[config.mk]
export PLATFORM = sky130hd
export DESIGN_NAME = mdu_arbiter
export DESIGN_NICKNAME = d
export VERILOG_FILES = /design/src/rtl/mdu_arbiter.sv
export SDC_FILE = /design/constraint.sdc
export NUM_CORES = 1
export LEC_CHECK = 0
export ABC_AREA = 1
export ABC_CLOCK_PERIOD_IN_PS = 2090
export CORE_AREA = 8 8 215 217
export CTS_CLUSTER_DIAMETER = 150
export DETAILED_ROUTE_END_ITERATION = 8
export DIE_AREA = 0 0 223 225
export HOLD_SLACK_MARGIN = 0.15
export PLACE_DENSITY = 0.54
export SLEW_MARGIN = 25
export SYNTH_ARGS = -nofsm -noshare
export SYNTH_HDL_FRONTEND = slang
export SYNTH_SLANG_ARGS = --single-unit
[constraint.sdc]
create_clock -name clk -period 2.09 [get_ports clk]
set_input_delay 0.418 -clock clk [delete_from_list [all_inputs] [get_ports clk]]
set_output_delay 0.418 -clock clk [all_outputs]
set_load 0.02 [all_outputs]
[src/rtl/mdu_arbiter.sv]
`default_nettype none
// ============================================================================
// Module   : mdu_arbiter
// Brief    : Round-robin arbiter sharing one multi-cycle multiply/divide unit
//            between the integer pipe (req0) and the microcode/CSR sequencer
//            (req1). Sequences the MDU via start/done and returns tagged
//            results, discarding results of flushed requests.
// Revision : 1.0 - initial release
// ============================================================================
module mdu_arbiter #(
  parameter int XLEN = 64,
  parameter int OPW  = 9,
  parameter int TAGW = 4
) (
  input  logic            clk,
  input  logic            rst_n,
  input  logic            req0_valid,
  output logic            req0_ready,
  input  logic [OPW-1:0]  req0_op,
  input  logic [XLEN-1:0] req0_a,
  input  logic [XLEN-1:0] req0_b,
  input  logic [TAGW-1:0] req0_tag,
  input  logic            flush0,
  input  logic            req1_valid,
  output logic            req1_ready,
  input  logic [OPW-1:0]  req1_op,
  input  logic [XLEN-1:0] req1_a,
  input  logic [XLEN-1:0] req1_b,
  input  logic [TAGW-1:0] req1_tag,
  input  logic            flush1,
  output logic            mdu_start,
  output logic [OPW-1:0]  mdu_op,
  output logic [XLEN-1:0] mdu_a,
  output logic [XLEN-1:0] mdu_b,
  input  logic            mdu_done,
  input  logic [XLEN-1:0] mdu_result,
  output logic            rsp_valid,
  output logic            rsp_id,
  output logic [TAGW-1:0] rsp_tag,
  output logic [XLEN-1:0] rsp_result,
  input  logic            rsp_ready,
  output logic            busy
);

  typedef enum logic [1:0] {
    S_IDLE  = 2'd0,
    S_START = 2'd1,
    S_WAIT  = 2'd2,
    S_RESP  = 2'd3
  } state_t;

  state_t            r_state;
  logic              r_prio;
  logic              r_kill;
  logic              r_id;
  logic              r_start;
  logic              r_rsp_valid;
  logic [OPW-1:0]    r_op;
  logic [XLEN-1:0]   r_a;
  logic [XLEN-1:0]   r_b;
  logic [TAGW-1:0]   r_tag;
  logic [XLEN-1:0]   r_result;

  logic              w_idle;
  logic              w_elig0;
  logic              w_elig1;
  logic              w_gnt_any;
  logic              w_gnt_id;
  logic              w_flush_own;
  logic [OPW-1:0]    w_sel_op;
  logic [XLEN-1:0]   w_sel_a;
  logic [XLEN-1:0]   w_sel_b;
  logic [TAGW-1:0]   w_sel_tag;

  // Grant selection: a flushed requester is never eligible; prio breaks ties.
  always_comb begin
    w_idle      = (r_state == S_IDLE);
    w_elig0     = req0_valid & ~flush0;
    w_elig1     = req1_valid & ~flush1;
    w_gnt_any   = w_elig0 | w_elig1;
    w_gnt_id    = (w_elig0 & w_elig1) ? r_prio : w_elig1;
    w_flush_own = r_id ? flush1 : flush0;
    w_sel_op    = w_gnt_id ? req1_op  : req0_op;
    w_sel_a     = w_gnt_id ? req1_a   : req0_a;
    w_sel_b     = w_gnt_id ? req1_b   : req0_b;
    w_sel_tag   = w_gnt_id ? req1_tag : req0_tag;
  end

  // Ready is gated by rst_n so every output reads 0 while reset is held.
  assign req0_ready = rst_n & w_idle & w_gnt_any & ~w_gnt_id;
  assign req1_ready = rst_n & w_idle & w_gnt_any &  w_gnt_id;

  // Control FSM: grant, start pulse, wait for done, hold response.
  always_ff @(posedge clk or negedge rst_n) begin
    if (!rst_n) begin
      r_state     <= S_IDLE;
      r_prio      <= 1'b0;
      r_kill      <= 1'b0;
      r_id        <= 1'b0;
      r_start     <= 1'b0;
      r_rsp_valid <= 1'b0;
      r_op        <= '0;
      r_a         <= '0;
      r_b         <= '0;
      r_tag       <= '0;
      r_result    <= '0;
    end else begin
      case (r_state)
        S_IDLE: begin
          r_kill <= 1'b0;
          if (w_gnt_any) begin
            r_op   <= w_sel_op;
            r_a    <= w_sel_a;
            r_b    <= w_sel_b;
            r_tag  <= w_sel_tag;
            r_id   <= w_gnt_id;
            r_prio <= ~w_gnt_id;
            if (w_sel_op == '0) begin
              // Null op: answer with zero without touching the MDU.
              r_result    <= '0;
              r_rsp_valid <= 1'b1;
              r_state     <= S_RESP;
            end else begin
              r_start <= 1'b1;
              r_state <= S_START;
            end
          end
        end
        S_START: begin
          // The start pulse always completes; a flush only marks the op dead.
          r_start <= 1'b0;
          r_state <= S_WAIT;
          if (w_flush_own) r_kill <= 1'b1;
        end
        S_WAIT: begin
          if (mdu_done) begin
            r_result <= mdu_result;
            if (r_kill | w_flush_own) begin
              r_kill  <= 1'b0;
              r_state <= S_IDLE;
            end else begin
              r_rsp_valid <= 1'b1;
              r_state     <= S_RESP;
            end
          end else if (w_flush_own) begin
            r_kill <= 1'b1;
          end
        end
        S_RESP: begin
          // Owner flush drops the response; no re-grant in the same cycle.
          if (w_flush_own | rsp_ready) begin
            r_rsp_valid <= 1'b0;
            r_state     <= S_IDLE;
          end
        end
        default: r_state <= S_IDLE;
      endcase
    end
  end

  assign mdu_start  = r_start;
  assign mdu_op     = r_op;
  assign mdu_a      = r_a;
  assign mdu_b      = r_b;
  assign rsp_valid  = r_rsp_valid;
  assign rsp_id     = r_id;
  assign rsp_tag    = r_tag;
  assign rsp_result = r_result;
  assign busy       = (r_state != S_IDLE);

endmodule
`default_nettype wire

After elaboration in Yosys (flattened, before gate mapping). Cells that the tools add are included.

Logic and storage cells: 76. Flip-flop bits (word level): 212. Bits of input ports: 354.

Mux-type cells: 29. Bitwise operators: 13. Reduce and logical (&&, ||, !) cells: 13. Equality and inequality tests: 10.

Operators with widths (number): two-way mux 64 bit (5); case mux 64 bit (2 select lines) (1); two-way mux 1 bit (12); two-way mux 2 bit (5); zero test 9 bit (1); two-way mux 9 bit (1); != test 2 bit (second input constant) (4); case mux 2 bit (4 select lines) (1); AND 1 bit (7); case mux 1 bit (3 select lines) (2); AND reduction 3 bit (2); AND reduction 6 bit (1); nonzero test 2 bit (3); nonzero test 3 bit (2); == test 2 bit (second input constant) (2); two-way mux 4 bit (1); != test 2 x 1 -> 1 bit (second input constant) (2); AND reduction 2 bit (2); AND reduction 4 bit (1); != test 3 bit (second input constant) (1); inverter 1 bit (3); bitwise OR 1 bit (3); == test 2 x 1 -> 1 bit (second input constant) (1); zero test 2 bit (1); case mux 1 bit (2 select lines) (1).

Depth between registers and ports, before layout. Gate-level depths: netlist of the first run.

Depth after elaboration: 9. Mapped depth: 13.

Worst setup path before layout of the first run. OpenSTA, ideal clock, no wires.

Path type: register to output. From: register r_state[0]. To: output req0_ready. Data arrival time: 1.786 ns. Slack: -0.114 ns. Required time: 1.672 ns. Path buffers: 1. Stages on the path, launching flop included: 8. Path through: dfrtp_1 > inv_1 > ha_1 > inv_1 > nor2_1 > clkbuf_1 > nand2_1 > nor2_1.

Longest elaborated chain between the ends: 4.

RTL lines: start: declaration (line 52) `state_t r_state;`; start signal: assignment (line 96) `r_state <= S_IDLE;`; start signal: assignment (line 122) `r_state <= S_RESP;`; start signal: assignment (line 125) `r_state <= S_START;`; zero test 2 bit (line 77) `w_idle = (r_state == S_IDLE);`; AND 1 bit (3 in series) (line 90) `assign req0_ready = rst_n & w_idle & w_gnt_any & ~w_gnt_id;`; end: declaration (line 18) `output logic req0_ready,`.

Every way passes these cells.

Worst setup path after layout of the first run. Same ends and word-level chain as after synthesis.

==> results.json, run 1 <==
{
  "seq_area_frac_synth_pct": 51.7,
  "critPathKind": "reg2out",
  "grt_pass1_wl_mm": 77.1,
  "skew_ns": 0.0122,
  "power_frac_seq_pct": 26.6,
  "wl_mm": 52.1,
  "rsz0062_at_grt": "yes",
  "dieArea_um2": 50200,
  "core_area_um2": 42700,
  "tightest_slew_ns": 0.897,
  "crit_family": "flip-flops",
  "ios": 565,
  "violations": "setup timing",
  "total_leakage_power_nw": 8.05,
  "finalSetupViolations": 3,
  "drtIter0Drc": 743,
  "die_y_um": 225,
  "ys_seq_elements": 212,
  "clock_sinks": 212,
  "nFillCells": 4250,
  "slew_violations": 0,
  "finalCritPeriodShare_pct": 105,
  "critPathBufInv": 3,
  "required_ns": 1.67,
  "initial_core_util_pct": 24.0,
  "netlist_instances": 1237,
  "p_int_mw": 14.8,
  "cts_tree": "done",
  "status": "complete, but fails checks",
  "rows": 76,
  "clock_path_buffers": 3,
  "hold_violations": 0,
  "netlist_area_um2": 10300,
  "wl_met3_mm": 4.09,
  "fmax_mhz": 454,
  "wl_met1_mm": 20.8,
  "critPathSlowestCell": "dfrtp_1",
  "power_switching_mw": 10.5,
  "drc": 0,
  "crit_fanout": 3,
  "cap_violations": 0,
  "gp_congestion": 0.833,
  "cp_cell_sequence": "inv_2, ha_4, clkinvlp_4, nor2_4, nand2_2, nor2_4, buf_6",
  "h-tree-depth": 1,
  "grt_pass1_vias": 12000,
  "cp.arrival_ns": 1.78,
  "ant_nets": 0,
  "cp-start-kind": "flop",
  "portBuffers": 564,
  "p_comb_share_pct": 55.0,
  "clk_pin_slew_ns": 0.07,
  "yosys_warnings": 0,
  "grt_max_degree": 141,
  "power_density_nw_per_um2": 1390,
  "dpl.hpwl_mm": 37.1,
  "fin_setup_tns_ns": -0.268,
  "slew_headroom_pct": 40.2,
  "syn_avg_cell_area_um2": 8.30,
  "clockRootBuffer": "clkbuf_16",
  "nets": 2171,
  "whs_ns": 0.439,
  "final_util_pct": 42.7,
  "ir_worst_vdd_mv": 0.679,
  "syn_nets": 1595,
  "area_growth_pct": 77.8,
  "hp-class": "in2reg",
  "clk_latency_ns": 0.55,
  "maxUsedRoutingLayer": "met5",
  "wl_per_cell_um": 21.9,
  "crit_path_max_incr_delay_ns": 0.41,
  "met2WireLength_mm": 25.7,
  "drive_gt1_share_pct": 9.45,
  "antenna_found_initial": 8,
  "overflow": 0,
  "p_sw_share_pct": 41.5,
  "dpl-instance-area_um2": 16900,
  "path_common_cell": "nor2_4",
  "first_pass_iters": 5,
  "grt_usage_pct": 19.6,
  "fin_crit_ns": 2.20,
  "avgViaCountPerCell": 4.88,
  "cts_buffers": 27,
  "stdcell_area_um2": 18200,
  "clkPwrFrac_pct": 18.4,
  "timing.final.ws_setup_ns": -0.113,
  "die_w_um": 223,
  "yosysUniqueCellTypes": 24,
  "cp-end-kind": "primary output",
  "total_power_mw": 25.3,
  "vias": 11600
}
## path summary, 6_finish.rpt
path,start,end,slack (ns),cells after the start
min,req0_a[14],mdu_a[14]$_DFFE_PN0P_,0.44,3
max reg2reg,r_state[0]$_DFFE_PN0P_,rsp_result[2]$_DFFE_PN0P_,0.11,11
max,r_state[0]$_DFFE_PN0P_,req0_ready,-0.11,7
min in group asynchronous,rst_n,rsp_result[62]$_DFFE_PN0P_,0.63,3
max in group asynchronous,rst_n,mdu_op[0]$_DFFE_PN0P_,0.80,3
min reg2reg,rsp_result[5]$_DFFE_PN0P_,rsp_result[5]$_DFFE_PN0P_,0.47,2
## synthesized netlist by cell type
cell type	number	share of area [%]
a211oi_1	1	0.073
a21oi_1	3	0.15
a31oi_1	4	0.24
buf_1	10	0.37
buf_2	20	0.98
buf_6	5	0.55
clkbuf_1	82	3.0
dfrtp_1	212	52
ha_1	4	0.49
inv_1	23	0.84
inv_2	1	0.037
nand2_1	367	13
nand2_2	4	0.24
nand2_4	1	0.11
nand3_1	273	13
nand3_2	1	0.098
nand3_4	1	0.17
nand3b_1	68	5.0
nand4_1	132	8.0
nor2_1	10	0.37
nor2_4	1	0.11
o211a_1	1	0.098
o21ai_0	6	0.29
o21ai_1	7	0.34
## layout by cell type, fill, tap and decap left out, types with 4 or more instances in the layout
cell and n:
clkdlybuf4s50_1 552, nand2_1 366, nand3_1 272, dfrtp_1 212
nand4_1 132, buf_4 69, nand3b_1 68, clkbuf_16 28
buf_12 19, inv_1 18, clkbuf_8 8, buf_6 8
o21ai_0 6, o21ai_1 6, diode_2 5, nor2_1 5
inv_2 4, nor2_4 4, a31oi_1 4, clkinv_2 4
dlygate4sd2_1 4, dlymetal6s2s_1 4
## routing by layer
metal  GRT usage (%)  up-vias
met5               0        -
met4            5.63        6
met3            5.57       70
met2            33.9      461
met1            23.6     5666
li1                -     5427
## layout make-up
| cell class | count | area (um2) | area share (%) |
|---|---|---|---|
| antenna | 5 | 12.5 | 0.0686 |
| tap | 546 | 683 | 3.74 |
| clock buffer | 38 | 797 | 4.37 |
| timing repair buffer | 664 | 6800 | 37.3 |
| clock inverter | 9 | 83.8 | 0.459 |
| inverter | 24 | 96.3 | 0.528 |
| sequential | 212 | 5310 | 29.1 |
| multi-input combinational | 884 | 4470 | 24.5 |
## what timing repair did
action	CTS	global route
buffers inserted	8	15
pin swaps	4	9
gates cloned	3	1
setup endpoints to repair	8	83
hold buffers	1	0
hold endpoints to repair	160	0
resized for setup	18	30
## power by group through the flow
stage | sequential [mW] | clock, mW | combinational, mW
finish | 6.73 | 4.66 | 13.9
global route | 6.92 | 4.98 | 15.0
CTS | 6.73 | 4.81 | 13.8
detailed placement | 6.76 | 0 | 13.1
global placement | 6.73 | 0 | 13.1
floorplan | 8.59 | 0 | 4.24
## cells by family (layout without fill, tap and decap cells)
group / count (synthesis) / after routing / share of synthesized area [%]
and+or+nand+nor: 858 / 858 / 40.9
DFF: 212 / 212 / 51.7
buffers and inverters: 141 / 735 / 5.77
AOI/OAI and AO/OA: 22 / 22 / 1.19
adders and majority gates: 4 / 4 / 0.488
other: 0 / 5 / 0
## per-stage QoR
step | setup WS [ns] | cells
global route | -0.222 | 2381
CTS | -0.228 | 2362
detailed placement | -0.605 | 2303
global placement | -0.574 | 2303
floorplan | 0.0348 | 1237
finish | -0.113 | 2382
## worst register-to-register path: stages (launching register included)
cell and delay (ns):
dfrtp_1 0.40, inv_2 0.08, ha_4 0.17, buf_4 0.14
buf_12 0.13, buf_16 0.12, buf_4 0.14, o211a_4 0.25
buf_6 0.14, buf_4 0.17, nand3b_1 0.09, nand2_1 0.06
## sequential cells by signal, indices dropped and copies added (netlist names)
| signal | cells |
|---|---|
| r_state | 2 |
| rsp_id | 1 |
| rsp_result | 64 |
| rsp_tag | 4 |
| r_prio | 1 |
| mdu_op | 9 |
| mdu_start | 1 |
| r_kill | 1 |
| mdu_b | 64 |
| rsp_valid | 1 |
| mdu_a | 64 |
(Power assumes the default switching activity.)
==> run 2: changes to the inputs <==
--- a/config.mk
+++ b/config.mk
@@ -6,13 +6,14 @@
 export NUM_CORES = 1
 export LEC_CHECK = 0
 export ABC_AREA = 1
-export ABC_CLOCK_PERIOD_IN_PS = 2090
+export ABC_CLOCK_PERIOD_IN_PS = 2300
 export CORE_AREA = 8 8 215 217
 export CTS_CLUSTER_DIAMETER = 150
 export DETAILED_ROUTE_END_ITERATION = 8
 export DIE_AREA = 0 0 223 225
 export HOLD_SLACK_MARGIN = 0.15
 export PLACE_DENSITY = 0.54
+export SKIP_CTS_REPAIR_TIMING = 1
 export SLEW_MARGIN = 25
 export SYNTH_ARGS = -nofsm -noshare
 export SYNTH_HDL_FRONTEND = slang
==> constraint.sdc (replaced) <==
create_clock -name clk -period 2.3 [get_ports clk]
set_input_delay 0.46 -clock clk [delete_from_list [all_inputs] [get_ports clk]]
set_output_delay 0.46 -clock clk [all_outputs]
set_load 0.02 [all_outputs]
==> run 2 against run 1 <==
Against the previous run:
- the run still ends with setup timing left
- sequential cell count unchanged
- global-route usage down 0.66 points
- count of clock-buffer cells in the layout up 3
- die area unchanged
- via count down 1.8%
- register-to-register slack better by 0.13 ns
- core utilization down 1.0 points
- clock skew down 0.00051 ns
- cell count down 0.88%
- largest cell class unchanged
- largest power group unchanged
==> results.json, run 2 (synthesis results as in run 1) <==
{
  "clock_sinks": 212,
  "cp-start-kind": "input pin",
  "slew_headroom_pct": 36.2,
  "grt_usage_pct": 19.0,
  "crit_path_max_incr_delay_ns": 0.53,
  "dpl.hpwl_mm": 36.9,
  "slew_violations": 0,
  "p_sw_share_pct": 41.9,
  "dieArea_um2": 50200,
  "crit_fanout": 5,
  "finalSetupViolations": 1,
  "violations": "setup timing",
  "cts_buffers": 27,
  "reg2reg_slack_ns": 0.24,
  "path_common_cell": "buf_4",
  "ant_nets": 0,
  "vias": 11400,
  "fmax_mhz": 429,
  "gp_congestion": 0.847,
  "wl_per_cell_um": 21.2,
  "final_common_cell": "clkdlybuf4s50_1",
  "nFillCells": 4311,
  "critPathSlowestCell": "clkdlybuf4s50_1",
  "antenna_found_initial": 12,
  "ir_worst_vdd_mv": 0.603,
  "critPathKind": "in2out",
  "fin_crit_ns": 2.33,
  "area_growth_pct": 73.5,
  "cp_cell_sequence": "clkdlybuf4s50_1, buf_4, nand2_1, o21ai_2, inv_2, nor2_4, nand2_2, nor2_1, buf_4",
  "stdcell_area_um2": 17800,
  "power_density_nw_per_um2": 1220,
  "dpl-instance-area_um2": 16800,
  "mostFrequentLayoutCells": "clkdlybuf4s50_1, nand2_1, nand3_1",
  "rows": 76,
  "ios": 565,
  "drtIter0Drc": 733,
  "cap_violations": 0,
  "tightest_slew_ns": 0.957,
  "drive_gt1_share_pct": 7.96,
  "clkPwrFrac_pct": 19.6,
  "status": "complete, but fails checks",
  "overflow": 0,
  "clockRootBuffer": "clkbuf_16",
  "power_switching_mw": 9.13,
  "clock_path_buffers": 3,
  "core_area_um2": 42700,
  "nets": 2148,
  "grt_pass1_wl_mm": 74.5,
  "first_pass_iters": 5,
  "rsz0062_at_grt": "yes",
  "cp-end-kind": "primary output",
  "portBuffers": 564,
  "finalCritPeriodShare_pct": 101,
  "cp.arrival_ns": 1.87,
  "initial_core_util_pct": 24.0,
  "hp-class": "in2async",
  "die_w_um": 223,
  "cts_tree": "done",
  "wl_mm": 50.2,
  "skew_ns": 0.0117,
  "drc": 0,
  "clk_pin_slew_ns": 0.06,
  "grt_max_degree": 101,
  "p_int_mw": 12.6,
  "die_y_um": 225,
  "grt_pass1_vias": 11600,
  "hold_violations": 0,
  "clk_latency_ns": 0.54,
  "total_leakage_power_nw": 7.82,
  "required_ns": 1.84,
  "p_comb_share_pct": 52.4,
  "timing.final.ws_setup_ns": -0.0288,
  "total_power_mw": 21.8,
  "h-tree-depth": 1,
  "avgViaCountPerCell": 4.83,
  "power_frac_seq_pct": 28.0,
  "fin_setup_tns_ns": -0.0288
}
run 2: changes by cell type in the layout (fill, tap and decap cells not counted), sizes merged:
cell	change
bufbuf	-3
clkdlybuf4s50	+5
clkbuf	+2
dlygate4sd2	-4
diode	+1
clkinv	-2
buf	-20
run 2: metal layers:
metal / GRT usage, % / up-vias / share of wire, % / routed length, um
li1: - / 5371 / - / -
met1: 22.1 / 5439 / 39 / 19400
met2: 32.1 / 505 / 48 / 24200
met3: 6.81 / 88 / 9.6 / 4840
met4: 6.52 / 12 / 3.1 / 1580
met5: 0 / - / 0.16 / 80
run 2: cell type report:
| cell class | instances | area [um2] | share of cell area [%] |
|---|---|---|---|
| antenna | 6 | 15.0 | 0.0843 |
| inverter | 24 | 92.6 | 0.520 |
| tap | 546 | 683 | 3.84 |
| clock buffer | 41 | 818 | 4.60 |
| multi-input combinational | 884 | 4410 | 24.8 |
| timing repair buffer | 641 | 6410 | 36.0 |
| sequential | 212 | 5310 | 29.8 |
| clock inverter | 7 | 68.8 | 0.387 |
run 2: final timing paths:
kind | end | startpoint | depth (start not counted)
min in group clk | rsp_result[48]$_DFFE_PN0P_ | rsp_result[48]$_DFFE_PN0P_ | 2
hold / removal | mdu_start$_DFFE_PN0P_ | rst_n | 2
max in group asynchronous | mdu_b[17]$_DFFE_PN0P_ | rst_n | 3
hold reg to reg | rsp_result[48]$_DFFE_PN0P_ | rsp_result[48]$_DFFE_PN0P_ | 2
setup / recovery | req0_ready | req0_valid | 9
setup reg to reg | rsp_result[33]$_DFFE_PN0P_ | r_prio$_DFFE_PN0P_ | 12
run 2: power by group through the flow:
stage	registers [mW]	logic, mW	clock network, mW
4_1_cts	6.11	11.5	4.43
3_5_place_dp	6.12	11.4	0
6_report	6.10	11.4	4.27
2_1_floorplan	7.80	3.85	0
5_1_grt	6.29	12.3	4.56
3_3_place_gp	6.11	11.4	0
run 2: through the flow:
step           setup WS, ns  hold WS [ns]  cells  utilization (%)
2_1_floorplan        0.0536         0.164   1237                -
3_3_place_gp         -0.375         0.357   2296             39.3
3_5_place_dp         -0.440         0.353   2296             39.3
4_1_cts              -0.398        -0.247   2344             41.4
5_1_grt              -0.146         0.463   2360             41.7
6_report            -0.0288         0.444   2361             41.7
run 2: critical path, delay by kind of cell:
family,cells,cell delay [ns]
buf+inv,4,0.90
simple gates,4,0.41
compound gates,1,0.08
